**config.mk**
```make
export PLATFORM = sky130hd
export DESIGN_NAME = alu_arbiter
export DESIGN_NICKNAME = d
export VERILOG_FILES = /design/src/rtl/alu_arbiter.sv
export SDC_FILE = /design/constraint.sdc
export NUM_CORES = 1
export LEC_CHECK = 0
export CAP_MARGIN = 5
export CORE_MARGIN = 10
export CORE_UTILIZATION = 43
export CTS_BUF_LIST = sky130_fd_sc_hd__clkbuf_4
export DETAILED_ROUTE_END_ITERATION = 12
export HOLD_SLACK_MARGIN = 0.12
export PLACE_DENSITY_LB_ADDON = 0.2
export REMOVE_ABC_BUFFERS = 1
export SYNTH_ARGS = -nofsm -noshare
export SYNTH_HDL_FRONTEND = slang
export SYNTH_SLANG_ARGS = --single-unit
```
**constraint.sdc**
```tcl
create_clock -name clk -period 4.11 [get_ports clk]
set_input_delay 0.411 -clock clk [delete_from_list [all_inputs] [get_ports clk]]
set_output_delay 0.411 -clock clk [all_outputs]
set_load 0.02 [all_outputs]
```
**src/rtl/alu_arbiter.sv**
```systemverilog
`default_nettype none
// ============================================================================
// Module   : alu_arbiter
// Purpose  : Shares one external combinational ALU between two requesters.
//            A grant in IDLE captures the winner's operation. EXEC drives
//            those operands to the ALU for one cycle and registers the result.
//            RESP holds the result until the consumer takes it.
//            Arbitration is round-robin or fixed priority, set by
//            FIXED_PRIORITY.
// Ports    : clk, rst             - clock, synchronous active-high reset
//            reqN_valid/ready     - requester N handshake (N = 0, 1)
//            reqN_a/b/ipsel/opsel - requester N operation
//            alu_a/b/ipsel/opsel  - operation driven to the shared ALU
//            alu_result/carry     - combinational ALU return
//            rsp_valid/ready      - response handshake
//            rsp_id/result/carry  - registered response payload
//            busy                 - high whenever not IDLE
//            ops_count            - completed responses, wraps at 16 bits
// Revision : 1.0 - initial release
// ============================================================================
module alu_arbiter #(
  parameter int FIXED_PRIORITY = 0
) (
  input  logic        clk,
  input  logic        rst,
  input  logic        req0_valid,
  output logic        req0_ready,
  input  logic [31:0] req0_a,
  input  logic [31:0] req0_b,
  input  logic        req0_ipsel,
  input  logic [4:0]  req0_opsel,
  input  logic        req1_valid,
  output logic        req1_ready,
  input  logic [31:0] req1_a,
  input  logic [31:0] req1_b,
  input  logic        req1_ipsel,
  input  logic [4:0]  req1_opsel,
  output logic [31:0] alu_a,
  output logic [31:0] alu_b,
  output logic        alu_ipsel,
  output logic [4:0]  alu_opsel,
  input  logic [31:0] alu_result,
  input  logic        alu_carry,
  output logic        rsp_valid,
  input  logic        rsp_ready,
  output logic        rsp_id,
  output logic [31:0] rsp_result,
  output logic        rsp_carry,
  output logic        busy,
  output logic [15:0] ops_count
);

  localparam logic [1:0] c_idle = 2'd0;
  localparam logic [1:0] c_exec = 2'd1;
  localparam logic [1:0] c_resp = 2'd2;

  logic [1:0]  state_q, state_d;
  logic        last_grant_q, last_grant_d;
  logic [31:0] op_a_q, op_a_d;
  logic [31:0] op_b_q, op_b_d;
  logic        op_ipsel_q, op_ipsel_d;
  logic [4:0]  op_opsel_q, op_opsel_d;
  logic        op_id_q, op_id_d;
  logic [31:0] rsp_result_q, rsp_result_d;
  logic        rsp_carry_q, rsp_carry_d;
  logic        rsp_id_q, rsp_id_d;
  logic [15:0] ops_count_q, ops_count_d;

  logic w_grant0;
  logic w_grant1;
  logic w_accept;

  // Grant logic. Grants are only possible in IDLE and never while reset is
  // asserted. In round-robin mode a contended grant goes to the requester
  // that did not win last time.
  always_comb begin
    w_grant0 = 1'b0;
    w_grant1 = 1'b0;
    if (!rst && state_q == c_idle) begin
      if (FIXED_PRIORITY != 0) begin
        w_grant0 = req0_valid;
        w_grant1 = req1_valid & ~req0_valid;
      end else if (req0_valid && req1_valid) begin
        w_grant0 = last_grant_q;
        w_grant1 = ~last_grant_q;
      end else begin
        w_grant0 = req0_valid;
        w_grant1 = req1_valid;
      end
    end
  end

  assign w_accept = w_grant0 | w_grant1;

  // Next-state logic
  always_comb begin
    state_d = state_q;
    case (state_q)
      c_idle:  if (w_accept) state_d = c_exec;
      c_exec:  state_d = c_resp;
      c_resp:  if (rsp_ready) state_d = c_idle;
      default: state_d = c_idle;
    endcase
  end

  // Datapath next values: operation capture, result capture and counter
  always_comb begin
    last_grant_d = last_grant_q;
    op_a_d       = op_a_q;
    op_b_d       = op_b_q;
    op_ipsel_d   = op_ipsel_q;
    op_opsel_d   = op_opsel_q;
    op_id_d      = op_id_q;
    rsp_result_d = rsp_result_q;
    rsp_carry_d  = rsp_carry_q;
    rsp_id_d     = rsp_id_q;
    ops_count_d  = ops_count_q;
    if (w_accept) begin
      last_grant_d = w_grant1;
      op_id_d      = w_grant1;
      op_a_d       = w_grant1 ? req1_a     : req0_a;
      op_b_d       = w_grant1 ? req1_b     : req0_b;
      op_ipsel_d   = w_grant1 ? req1_ipsel : req0_ipsel;
      op_opsel_d   = w_grant1 ? req1_opsel : req0_opsel;
    end
    if (state_q == c_exec) begin
      rsp_result_d = alu_result;
      rsp_carry_d  = alu_carry;
      rsp_id_d     = op_id_q;
    end
    if (state_q == c_resp && rsp_ready) begin
      ops_count_d = ops_count_q + 16'd1;
    end
  end

  // State register
  always_ff @(posedge clk) begin
    if (rst) begin
      state_q      <= c_idle;
      last_grant_q <= 1'b1;
      op_a_q       <= 32'd0;
      op_b_q       <= 32'd0;
      op_ipsel_q   <= 1'b0;
      op_opsel_q   <= 5'd0;
      op_id_q      <= 1'b0;
      rsp_result_q <= 32'd0;
      rsp_carry_q  <= 1'b0;
      rsp_id_q     <= 1'b0;
      ops_count_q  <= 16'd0;
    end else begin
      state_q      <= state_d;
      last_grant_q <= last_grant_d;
      op_a_q       <= op_a_d;
      op_b_q       <= op_b_d;
      op_ipsel_q   <= op_ipsel_d;
      op_opsel_q   <= op_opsel_d;
      op_id_q      <= op_id_d;
      rsp_result_q <= rsp_result_d;
      rsp_carry_q  <= rsp_carry_d;
      rsp_id_q     <= rsp_id_d;
      ops_count_q  <= ops_count_d;
    end
  end

  // Outputs. The ALU sees the captured operation only during EXEC and
  // zeros at all other times.
  always_comb begin
    req0_ready = w_grant0;
    req1_ready = w_grant1;
    rsp_valid  = (state_q == c_resp);
    busy       = (state_q != c_idle);
    alu_a      = 32'd0;
    alu_b      = 32'd0;
    alu_ipsel  = 1'b0;
    alu_opsel  = 5'd0;
    if (state_q == c_exec) begin
      alu_a     = op_a_q;
      alu_b     = op_b_q;
      alu_ipsel = op_ipsel_q;
      alu_opsel = op_opsel_q;
    end
  end

  assign rsp_id     = rsp_id_q;
  assign rsp_result = rsp_result_q;
  assign rsp_carry  = rsp_carry_q;
  assign ops_count  = ops_count_q;

endmodule
`default_nettype wire

```
==> results_dict.tcl, run 1 <==
set metrics [dict create \
    status "finished, final reports clean" \
    ys_seq_area_share_pct 45.1 \
    core_um2 12600 \
    yosys_register_bits 124 \
    p_seq_share_pct 47.4 \
    synth_top_cell_by_area "dfxtp_1" \
    overflow 0 \
    combinationalPowerShare_pct 22.9 \
    drv_cap 0 \
    utilization_pct 70.4 \
    post_drt_wl_per_cell_um 17.1 \
    multi_input_area_um2 2770 \
    fin_worst_skew_ps 8.89 \
    clkPwrFrac_pct 29.7 \
    p_leak_nw 3.27 \
    cts_tree "yes" \
    syn_inst 716 \
    internal_power_mw 2.05 \
    cts_root_buf "clkbuf_4" \
    finalPower_mw 2.83 \
    power.density_nw_per_um2 320 \
    path_max_fanout 54 \
    end_kind "primary output" \
    hpwl_um 14900 \
    area_growth_pct 60.6 \
    p_sw_mw 0.782 \
    synth.area.top_cells "dfxtp_1 45%, nand2_1 15%, a311oi_1 11%" \
    cts_buffers 17 \
    synth_top_cell_area_share_pct 45.1 \
    syn-cell-area_um2 5510 \
    cts_max_level 4 \
    post-cts-setup-buffer-count 0 \
    clk_latency_ps 530 \
    max_freq_ghz 0.314 \
    grt_start_max_net_pins 83 \
    place.gp.congestion 0.804 \
    drtAntennaViolNets 0 \
    crit_family "simple AND/OR/NAND/NOR gates" \
    io_pins 302 \
    fin_crit_ps 3180 \
    crit_path_start_kind "flop" \
    vias 5824 \
    portBuffers 301 \
    period_share_pct 77.4 \
    layout.nets 1160 \
    worstMarginPinSlew_ps 860 \
    hold-path-endpoint "ops_count[9]" \
    drtIter0Drc 311 \
    syn_avg_cell_area_um2 7.69 \
    drive_gt1_share_pct 3.93 \
    tns_ps 0 \
    worstHoldStart "rst" \
    grt_pass1_vias 5675 \
    antenna_found_initial 2 \
    track_usage_pct 21.8 \
    vdd_ir_drop_max_uv 178 \
    reg2reg_slack_ps 1920 \
    cp_data_arrival_time_ps 2770 \
    setup_viol 0 \
    reg2reg_to "op_ipsel_q" \
    slowest_stage "and2b_2" \
    clock_path_buffers 2 \
    min_path_cells 2 \
    synth_edf_count 0 \
    worstReg2RegStart "state_q[1]" \
    synthFlopType "dfxtp_1" \
    synth.distinct_cells 37 \
    slew_viol_final 0 \
    regArea_um2 2480 \
    die_w_um 133 \
    whs_ps 364 \
    dieArea_um2 17700 \
    cts_resized 0 \
    place_inst 1134 \
    placementRows 41 \
    worstRegToRegCells 5 \
    via_per_inst 4.99 \
    cts_hold_buf 0 \
    grt_setup_unrepaired "no" \
    async_flop_share_pct 0 \
    fin_cells 1168 \
    final-hold-violation-count 0 \
    clkTransAtPathRegs_ps 100 \
    path_cells "and2b_2 -> buf_12 -> and2_1 -> clkdlybuf4s50_1" \
    cpPeakStageDelay_ps 750 \
    slew-limit-headroom_pct 42.7 \
    cp.required_ps 3700 \
    totalWireLength_um 20000 \
    die_y_um 133 \
    crit_type "flop to primary output" \
    start_util_pct 43.8 \
    grt_pass1_wl_um 30700 \
    fillers 1068 \
    dr.pass1.iters 4 \
    synth_warnings 0 \
    clock_sinks 124 \
    drc_errors 0 \
    path_buf_inv 2 \
    worst_hold_path_type "input pin to flop" \
    swShare_pct 27.6 \
]
==> cell families after synthesis <==
family	after synthesis	share of synthesized area [%]
mux	1	0.182
simple gates	396	32.3
buf+inv	64	4.77
flops	124	45.1
xor+xnor	9	1.43
compound gates	121	16.0
fa+ha+maj	1	0.227
==> cell type report <==
type	instances	area share [%]
inverter	3	0.127
tap	172	2.43
clock inverter	12	1.46
multi-input combinational	528	31.4
antenna	3	0.0849
clock buffer	19	1.61
sequential	124	28.1
timing repair buffer	307	34.8
==> per-layer routing <==
metal  track usage, %  vias up  wire (um)
met1             22.2     2613       7530
met5                0        -          0
met4             8.46        0        534
met3             12.4       33       2380
met2             36.2      228       9540
li1                 -     2950          -
==> registers in the layout, indices dropped and copies added (netlist names) <==
| register | flops |
|---|---|
| op_a_q | 32 |
| op_id_q | 1 |
| op_opsel_q | 5 |
| state_q | 2 |
| op_ipsel_q | 1 |
| rsp_result | 32 |
| last_grant_q | 1 |
| rsp_carry | 1 |
| op_b_q | 32 |
| ops_count | 16 |
| rsp_id | 1 |
==> cell usage after synthesis, types with 2 or more instances <==
cell type  number
xnor2_1         3
nand2b_1        4
or3_1           2
xor2_1          6
buf_2          12
a21oi_1        43
or4_1           4
o21ai_0         2
and4_1          2
nor2_1         81
clkbuf_1       47
a311oi_1       70
and3_1          2
dfxtp_1       124
nand2_1       213
nand4_1         3
and2_1         70
o31ai_1         4
nand3_1         5
inv_1           2
==> worst max-delay path by stage <==
stage	from	to	slack, ps	depth (start not counted)
2_1_floorplan	state_q[1]	op_a_q[0]	590	5
3_3_place_gp	state_q[1]	alu_b[4]	1510	4
3_5_place_dp	state_q[1]	alu_b[24]	1490	4
4_1_cts	state_q[1]	alu_b[24]	860	4
5_1_grt	state_q[0]	alu_b[19]	680	4
6_report	state_q[1]	alu_b[24]	930	4
==> through the flow <==
| step | area, um^2 | setup slack [ps] |
|---|---|---|
| CTS | 8830 | 859 |
| detailed placement | 8560 | 1490 |
| global placement | 8560 | 1510 |
| floorplan | 5250 | 594 |
| finish | 8840 | 928 |
| global route | 8840 | 678 |
==> power groups by stage <==
stage / logic (mW) / registers, mW / clock network [mW]
4_1_cts: 0.655 / 1.34 / 0.872
3_5_place_dp: 0.652 / 1.37 / 0
3_3_place_gp: 0.645 / 1.37 / 0
6_report: 0.648 / 1.34 / 0.842
2_1_floorplan: 0.278 / 1.38 / 0
5_1_grt: 0.712 / 1.35 / 0.924
==> cell usage in the layout, fill, tap and decap left out, types with 4 or more instances in the layout <==
cell type | netlist | layout
nand2_1 | 213 | 213
xor2_1 | 6 | 6
dfxtp_1 | 124 | 124
and2_1 | 70 | 70
clkdlybuf4s50_1 | 0 | 300
nand2b_1 | 4 | 4
clkinv_1 | 0 | 7
clkbuf_4 | 0 | 19
buf_4 | 0 | 5
a21oi_1 | 43 | 43
or4_1 | 4 | 4
nor2_1 | 81 | 81
o31ai_1 | 4 | 4
nand3_1 | 5 | 4
a311oi_1 | 70 | 70
(Power assumes the default switching activity.)
==> inputs of run 2 (changes only) <==
CORE_UTILIZATION = 40   (was 43)
clock period = 2.99 ns   (was 4.11 ns; I/O delays follow)
==> run 2 against run 1 <==
Net effect: largest power group unchanged; routed wire length is 0.10% lower; critical path depth stayed put; critical endpoint is now alu_b[2]; first-iteration DRC count is 0.96% lower; largest cell class unchanged.
==> results_dict.tcl, run 2 (synthesis results as in run 1) <==
set metrics [dict create \
    crit_type "flop to primary output" \
    drive_gt1_share_pct 4.03 \
    end_kind "primary output" \
    grt_use_met1_pct 21.6 \
    worstRegToRegCells 6 \
    p_sw_mw 1.09 \
    die_y_um 137 \
    cts_buffers 17 \
    portBuffers 301 \
    crit_end "alu_b[2]" \
    post-cts-setup-buffer-count 0 \
    clk_latency_ps 520 \
    hpwl_um 14300 \
    cp.depth 4 \
    slew-limit-headroom_pct 32.4 \
    dieArea_um2 18900 \
    post_drt_wl_per_cell_um 17.0 \
    path_cells "and2b_2 -> buf_12 -> and2_1 -> clkdlybuf4s50_1" \
    max_freq_ghz 0.369 \
    drv_cap 0 \
    layout.nets 1160 \
    antenna_found_initial 1 \
    slew_viol_final 0 \
    cts_resized 0 \
    place_inst 1138 \
    layout_commonest_cell "clkdlybuf4s50_1" \
    fin_cells 1172 \
    via_per_inst 4.93 \
    clock_sinks 124 \
    worstReg2RegStart "state_q[1]" \
    final-hold-violation-count 0 \
    clkPwrFrac_pct 28.3 \
    p_seq_share_pct 48.1 \
    cts_hold_buf 0 \
    power.density_nw_per_um2 433 \
    status "finished, final reports clean" \
    fin_worst_skew_ps 9.25 \
    fin_crit_ps 2710 \
    reg2reg_to "op_b_q[11]" \
    grt_start_max_net_pins 143 \
    grtUsageMet2_pct 32.3 \
    grt_setup_unrepaired "no" \
    crit_start "state_q[0]" \
    placementRows 42 \
    grt_busiest_layer "met2" \
    worstMarginPinSlew_ps 1010 \
    period_share_pct 90.8 \
    cts_root_buf "clkbuf_4" \
    core_um2 13300 \
    crit_family "buffers and inverters" \
    drtAntennaViolNets 0 \
    track_usage_pct 20.1 \
    combinationalPowerShare_pct 23.5 \
    die_w_um 137 \
    area_growth_pct 60.3 \
    cts_max_level 4 \
    overflow 0 \
    place.gp.congestion 0.785 \
    use_met3_pct 11.4 \
    grt_pass1_wl_um 29700 \
    drc_errors 0 \
    clock_path_buffers 2 \
    cpPeakStageDelay_ps 640 \
    path_buf_inv 2 \
    cp_data_arrival_time_ps 2410 \
    start_util_pct 41.2 \
    crit_path_start_kind "flop" \
    cts_tree "yes" \
    io_pins 302 \
    p_leak_nw 3.26 \
    slowest_stage "clkdlybuf4s50_1" \
    vias 5776 \
    totalWireLength_um 20000 \
    clkTransAtPathRegs_ps 110 \
    vdd_ir_drop_max_uv 225 \
    layout_common_cells "300 x clkdlybuf4s50_1, 213 x nand2_1, 124 x dfxtp_1" \
    drtIter0Drc 308 \
    grt_pass1_vias 5442 \
    cp.required_ps 2690 \
    path_max_fanout 104 \
    swShare_pct 28.5 \
    dr.pass1.iters 4 \
    setup_viol 0 \
    reg2reg_slack_ps 930 \
    worst_hold_path_type "input pin to flop" \
    finalPower_mw 3.82 \
    internal_power_mw 2.73 \
]
-- run 2: how the worst min path moves through the flow --
stage                               from        endpoint  slack [ps]  cells after the start
after CTS                            rst   ops_count[15]         130                      2
after global routing                 rst   ops_count[12]         120                      2
after global placement    rsp_result[11]  rsp_result[11]         440                      2
after floorplan                      rst         op_id_q         370                      1
after detailed placement  rsp_result[30]  rsp_result[30]         450                      2
final                                rst   ops_count[15]         170                      2
-- run 2: worst register-to-register path: stages, from the launching register on --
cell	delay [ps]
dfxtp_1	390
nor3_2	300
nand3_2	150
inv_2	70
buf_4	590
nand2_1	160
a311oi_1	300
-- run 2: through the flow --
| step | util [%] | setup TNS, ps | hold WS (ps) | cell area (um^2) | setup WS, ps |
|---|---|---|---|---|---|
| 2_1_floorplan | - | -38010 | 368 | 5250 | -526 |
| 3_3_place_gp | 64.2 | 0 | 442 | 8570 | 822 |
| 3_5_place_dp | 64.2 | 0 | 446 | 8570 | 741 |
| 4_1_cts | 66.0 | 0 | 128 | 8820 | 234 |
| 5_1_grt | 66.1 | 0 | 125 | 8820 | 96.9 |
| 6_report | 66.1 | 0 | 168 | 8820 | 277 |
-- run 2: area by class of cell --
| class | instances | area, um^2 |
|---|---|---|
| Tap cell | 176 | 220 |
| Clock inverter | 12 | 105 |
| Multi-Input combinational cell | 528 | 2770 |
| Antenna cell | 3 | 7.51 |
| Timing Repair Buffer | 307 | 3080 |
| Sequential cell | 124 | 2480 |
| Clock buffer | 19 | 143 |
| Fill cell | 1179 | 4520 |
| Inverter | 3 | 11.3 |
-- run 2: routing by layer --
metal | share of wire (%) | wire [um] | vias to the layer above
met2 | 45 | 9050 | 235
li1 | - | - | 2936
met4 | 2.5 | 502 | 0
met1 | 39 | 7810 | 2572
met5 | 0 | 0 | -
met3 | 13 | 2600 | 33
-- run 2: power by group through the flow --
stage | Combinational (mW) | Clock (mW) | Sequential, mW
floorplan | 0.383 | 0 | 1.90
global placement | 0.896 | 0 | 1.87
detailed placement | 0.905 | 0 | 1.88
CTS | 0.909 | 1.12 | 1.84
global route | 0.982 | 1.18 | 1.85
finish | 0.899 | 1.08 | 1.84
